### config.mk
export PLATFORM = sky130hd
export DESIGN_NAME = hs_cdc_tx_arbiter
export DESIGN_NICKNAME = d
export VERILOG_FILES = /design/src/rtl/hs_cdc_tx_arbiter.sv
export SDC_FILE = /design/constraint.sdc
export NUM_CORES = 1
export LEC_CHECK = 0
export CORE_UTILIZATION = 49
export DETAILED_ROUTE_END_ITERATION = 12
export PLACE_DENSITY = 0.84
export SLEW_MARGIN = 40
export SYNTH_ARGS = -nofsm -noshare
export SYNTH_HDL_FRONTEND = slang
export SYNTH_SLANG_ARGS = --single-unit
### constraint.sdc
create_clock -name clk -period 2.91 [get_ports clk]
set_clock_uncertainty 0.05 [all_clocks]
set_input_delay 0.291 -clock clk [delete_from_list [all_inputs] [get_ports clk]]
set_output_delay 0.291 -clock clk [all_outputs]
set_load 0.005 [all_outputs]
### src/rtl/hs_cdc_tx_arbiter.sv
// Round-robin arbiter feeding one registered valid/ready channel into a CDC crossing.
// The channel state is carried entirely by ch_valid (IDLE = 0, SEND = 1).
module hs_cdc_tx_arbiter #(
  parameter type      DATA_TYPE   = logic,
  parameter DATA_TYPE RESET_VALUE = '0,
  parameter int       NUM_REQ     = 4,
  parameter int       ID_W        = $clog2(NUM_REQ),
  parameter int       CNT_W       = 16
) (
  input  logic                 clk,
  input  logic                 aresetn,
  input  logic [NUM_REQ-1:0]   req_valid,
  input  DATA_TYPE             req_data [NUM_REQ],
  output logic [NUM_REQ-1:0]   req_ready,
  output logic                 ch_valid,
  output DATA_TYPE             ch_data,
  output logic [ID_W-1:0]      ch_id,
  input  logic                 ch_ready,
  output logic                 busy,
  output logic [CNT_W-1:0]     xfer_cnt
);

  typedef logic [ID_W:0] wide_t;

  logic [ID_W-1:0] ptr_r;
  logic [ID_W-1:0] sel_s;
  logic [ID_W-1:0] nxt_ptr_s;
  wide_t           sel_p1_s;
  logic            load_s;
  logic            any_s;

  assign load_s = !ch_valid || ch_ready;
  assign any_s  = |req_valid;
  assign busy   = ch_valid;

  // Winner search: walk downward so the last hit is the first valid index at or after ptr_r.
  always_comb begin
    wide_t sum_v;
    wide_t idx_v;
    sel_s = ptr_r;
    sum_v = '0;
    idx_v = '0;
    for (int k = NUM_REQ - 1; k >= 0; k--) begin
      sum_v = {1'b0, ptr_r} + wide_t'(k);
      idx_v = (sum_v >= wide_t'(NUM_REQ)) ? (sum_v - wide_t'(NUM_REQ)) : sum_v;
      sel_s = req_valid[idx_v[ID_W-1:0]] ? idx_v[ID_W-1:0] : sel_s;
    end
  end

  // Pointer advance wraps at NUM_REQ so non-power-of-2 sizes never see an out-of-range ptr.
  always_comb begin
    sel_p1_s  = {1'b0, sel_s} + wide_t'(1);
    nxt_ptr_s = (sel_p1_s == wide_t'(NUM_REQ)) ? '0 : sel_p1_s[ID_W-1:0];
  end

  // Accept strobe; forced low while reset is asserted.
  always_comb begin
    if (aresetn && load_s && any_s) begin
      req_ready = {{(NUM_REQ-1){1'b0}}, 1'b1} << sel_s;
    end else begin
      req_ready = '0;
    end
  end

  // Channel register and round-robin pointer.
  always_ff @(posedge clk or negedge aresetn) begin
    if (!aresetn) begin
      ch_valid <= 1'b0;
      ch_data  <= RESET_VALUE;
      ch_id    <= '0;
      ptr_r    <= '0;
    end else if (load_s) begin
      if (any_s) begin
        ch_valid <= 1'b1;
        ch_data  <= req_data[sel_s];
        ch_id    <= sel_s;
        ptr_r    <= nxt_ptr_s;
      end else begin
        ch_valid <= 1'b0;
      end
    end
  end

  // Completed-handshake counter; ch_ready while idle does not count.
  always_ff @(posedge clk or negedge aresetn) begin
    if (!aresetn) begin
      xfer_cnt <= '0;
    end else if (ch_valid && ch_ready) begin
      xfer_cnt <= xfer_cnt + {{(CNT_W-1){1'b0}}, 1'b1};
    end
  end

endmodule

### Yosys cells after proc, flatten, opt, wreduce, memory -nomap -nowiden

Cells that the tools add are included.

* flip-flop bits (word level): 22
* latch bits: 0
* bits in writable memories: 0
* bits in read-only memories: 0
* input port bits: 11
* output and inout bits: 25
* logic and storage cells: 55
* memories kept: 0

* add/sub/neg operators: 9
* multipliers: 0
* div/mod/pow operators: 0
* order comparisons: 9
* equal/unequal tests: 1
* shift-type cells: 1
* muxes and demuxes: 22
* bitwise gates (word level): 1
* reduce and logical (&&, ||, !) cells: 7

Operator list (number)
* $mux 2: 9
* $add 16x1->16 const B: 1
* $ge 3x3->1 const B: 4
* $lt 2x3->1 const B: 4
* $bmux 1 s2: 5
* $sub 2x1->2 const B: 4
* $mux 1: 7
* $add 2x1->3 const B: 2
* $add 2x2->3 const B: 2
* $mux 4: 1
* $reduce_or 4->1: 1
* $shl 1x2->4 const A: 1
* $eq 3x3->1 const B: 1
* $ge 2x3->1 const B: 1
* $logic_and 1x1->1: 3
* $not 2->3: 1
* $reduce_and 2->1: 1
* $logic_not 1->1: 1
* $logic_or 1x1->1: 1

### Longest topological paths before layout

Gate-level depths: netlist of the first run.

* word-level depth: 13
* depth in mapped cells: 6
* depth with buffers taken out: 6

### Worst setup path after synthesis of the first run

No wires, ideal clock.

* path type: reg-to-output
* start point: reg ptr_r[1]
* end point: out req_ready[3]
* arrival time: 1353 ps
* data required time: 2569 ps
* slack: 1216 ps
* cell stages (with the launch flop): 6
* path through: dfrtp_1 -> or3_1 -> o2111ai_2 -> nand2_2 -> ha_1 -> and3_1

* longest elaborated chain between the ends: 11

Ends and longest elaborated chain
* start, declared: RTL line 25 `logic [ID_W-1:0] ptr_r;`
* start signal, assigned: RTL line 77 `ptr_r <= nxt_ptr_s;`
* $add 2x2->3: RTL line 44 `sum_v = {1'b0, ptr_r} + wide_t'(k);`
* $ge 3x3->1 or $sub 2x1->2 (tied branches): RTL line 45 `idx_v = (sum_v >= wide_t'(NUM_REQ)) ? (sum_v - wide_t'(NUM_REQ)) : sum_v;`
* $mux 2: RTL line 45
* $bmux 1 s2: RTL line 46 `sel_s = req_valid[idx_v[ID_W-1:0]] ? idx_v[ID_W-1:0] : sel_s;`
* $mux 1 (implied by the code): RTL line 46
* $mux 2 (3 in a row): RTL line 46
* $mux 2 *: RTL line 46
* $shl 1x2->4 *: RTL line 59 `req_ready = {{(NUM_REQ-1){1'b0}}, 1'b1} << sel_s;`
* $mux 4 *: RTL line 58 `if (aresetn && load_s && any_s) begin`
* end, declared: RTL line 14 `output logic [NUM_REQ-1:0] req_ready,`

Mark *: on every way between the ends. The rest lies on a longest branch, timed or not. The select of a mux whose other input is x is not followed.

### Worst setup path in the final report of the first run

Ends and elaborated chain as after synthesis.

==> results of run 1 <==
[cell type report]
| cell class | count | area (sq um) | share of cell area, % |
|---|---|---|---|
| Inverter | 4 | 15.01 | 0.9449 |
| Clock inverter | 1 | 30.03 | 1.890 |
| Clock buffer | 3 | 22.52 | 1.417 |
| Tap cell | 28 | 35.03 | 2.205 |
| Sequential cell | 22 | 550.5 | 34.65 |
| Timing Repair Buffer | 38 | 372.9 | 23.46 |
| Multi-Input combinational cell | 80 | 563.0 | 35.43 |
[synth_stat cells (2+ instances only)]
cell type,n
xnor2_1,11
inv_1,3
dfrtp_1,22
nand3_1,10
xor2_1,4
nand2_1,16
ha_1,2
and3_1,4
o22ai_1,2
buf_4,2
nor2_1,3
[power breakdown]
group | internal, uW | switching (uW) | leakage, uW
clock network | 139 | 90.9 | 0.0000279
registers | 379 | 98.9 | 0.000281
logic | 234 | 150 | 0.000392
total | 753 | 340 | 0.000701
[path summary, 6_finish.rpt]
path / startpoint / to / slack [ps] / cells past startpoint
worst max-delay path: ptr_r[1] / req_ready[3] / 340 / 6
worst min-delay path: aresetn / xfer_cnt[6] / 330 / 2
worst max register to register: ptr_r[1] / ptr_r[1] / 1200 / 6
worst min register to register: xfer_cnt[13] / xfer_cnt[13] / 450 / 1
max in group asynchronous: aresetn / ch_data / 2320 / 2
min in group clk: xfer_cnt[13] / xfer_cnt[13] / 450 / 1
[critical path: stages (launching register included)]
cell             delay (ps)
dfrtp_1                 470
or3_1                   420
o2111ai_2               120
nand2_2                 140
ha_1                    200
and3_1                  140
clkdlybuf4s50_1         440
[through the flow]
stage | area [sq um] | hold WS (ps) | std cells
CTS | 1589 | 328.9 | 176
detailed placement | 1536 | 429.2 | 172
global placement | 1536 | 410.1 | 172
floorplan | 1144 | -54.59 | 108
finish | 1589 | 332.1 | 176
global route | 1589 | 331.9 | 176
[registers in the layout, indices dropped and copies added, names as in the netlist]
name / count
ch_data: 1
busy: 1
ch_id: 2
xfer_cnt: 16
ptr_r: 2
[layer usage]
metal | vias up | wire length (um) | global-route usage (%)
met2 | 32 | 1198 | 36.89
li1 | 453 | - | -
met4 | 0 | 17 | 6.944
met5 | - | 0 | 0
met1 | 460 | 1050 | 27.01
met3 | 4 | 120 | 3.939
[cell families (layout without fill, tap and decap cells)]
logic type	count (synthesis)	after routing
AOI/OAI and AO/OA	12	12
adders and majority gates	2	2
buffers and inverters	6	46
and+or+nand+nor	49	49
xor gates and xnor gates	15	15
DFF	22	22
muxes	2	2
==> metrics.yaml, run 1 <==
status: "completed"
finalSetupViolCount: 0
antenna_found_initial: 0
path_max_fanout: 7
clockBufferDepth: 2
slew_headroom_pct: 79.54
yosysSeqAreaShare_pct: 48.14
yosys.area_share.simple_pct: 24.95
synth_adder_area_share_pct: 2.188
grt_pass1_wl_um: 4077
period_share_pct: 88.40
worst_pin_slew_ps: 307.0
yosysTopAreaCellShare_pct: 48.14
synth_xor_area_share_pct: 11.49
start_util_pct: 51.70
finalCriticalPeriod_ps: 2572
drive_gt1_share_pct: 12.84
synth-compound-area-share_pct: 8.753
dieArea_sq_mm: 0.002531
grt_overflow_total: 0
fin_tns_setup_ps: 0
ys_top_cells_by_area: "dfrtp_1 (48%), xnor2_1 (8.4%), nand2_1 (5.3%), nand3_1 (4.4%), xor2_1 (3.1%)"
end_kind: "output pin"
dp_hpwl_um: 1878
max-cap-violations: 0
die_x_um: 50.31
htree_levels: 1
crit_arrival_ps: 2230
fmax_mhz: 388.7
p_leak_uw: 0.0007012
ys.flop_type: "dfrtp_1"
syn2layout_area_growth_pct: 38.95
hold_path.class: "primary input to asynchronous set/reset pin"
slew_viol_final: 0
via_per_inst: 5.392
drt_iter0_markers: 18
synth_top_family_by_area: "simple AND/OR/NAND/NOR gates"
pre_cts_ws_ps: 351.0
finalNetCount: 162
post_cts_buffers: 0
syn_nets: 121
cts_buffers: 3
rsz0062_at_grt: "no"
gp_congestion: 0.7908
ys_ff_latch: 22
ant_nets: 0
worstPathRequired_ps: 2570
drc_errors: 0
power_uw: 1092
vias: 949
peakVddDrop_mv: 0.3976
fp.coreArea_sq_mm: 0.002212
wl_per_cell_um: 13.56
path_class: "flop to output pin"
dr.pass1.iters: 4
clkSlewWorstSetupHoldPaths_ps: 120
syn_area_per_cell_sq_um: 10.59
cts.sinks: 22
clkLatencyLatePin_ps: 310
post_cts_resized: 0
hold_violations: 0
port_buffers: 35
grtUsageTotal_pct: 21.43
final_util_pct: 71.83
grt_max_degree: 14
final.fill_count: 185
synth_edf_count: 0
layout_common_cells: "clkdlybuf4s50_1 (35), dfrtp_1 (22), nand2_1 (16)"
synthCells: 108
fp.dieH_um: 50.31
fin_ws_ps: 337.5
ios: 36
synth_cell_types: 40
clock-root-buffer: "clkbuf_4"
synthArstFlopShare_pct: 100.0
wl_um: 2387
synthMuxAreaShare_pct: 1.860
yosys_warnings: 0
row_count: 17
syn_area_sq_mm: 0.001144
yosysTopAreaCell: "dfrtp_1"
first_global_vias: 941
cts_tree: "built"
critPathLaunchType: "flop"
layout_commonest_cell: "clkdlybuf4s50_1"
powerDensity_mw_per_mm2: 687.4
antenna-diode-count: 0
hold_buffers: 0
(Power assumes the default switching activity.)
==> run 2: changes to the inputs <==
--- a/config.mk
+++ b/config.mk
@@ -12,3 +12,4 @@
 export SYNTH_ARGS = -nofsm -noshare
 export SYNTH_HDL_FRONTEND = slang
 export SYNTH_SLANG_ARGS = --single-unit
+export TNS_END_PERCENT = 5
==> results of run 2 <==
No change in the layout: final DEF, timing and power equal those of run 1.
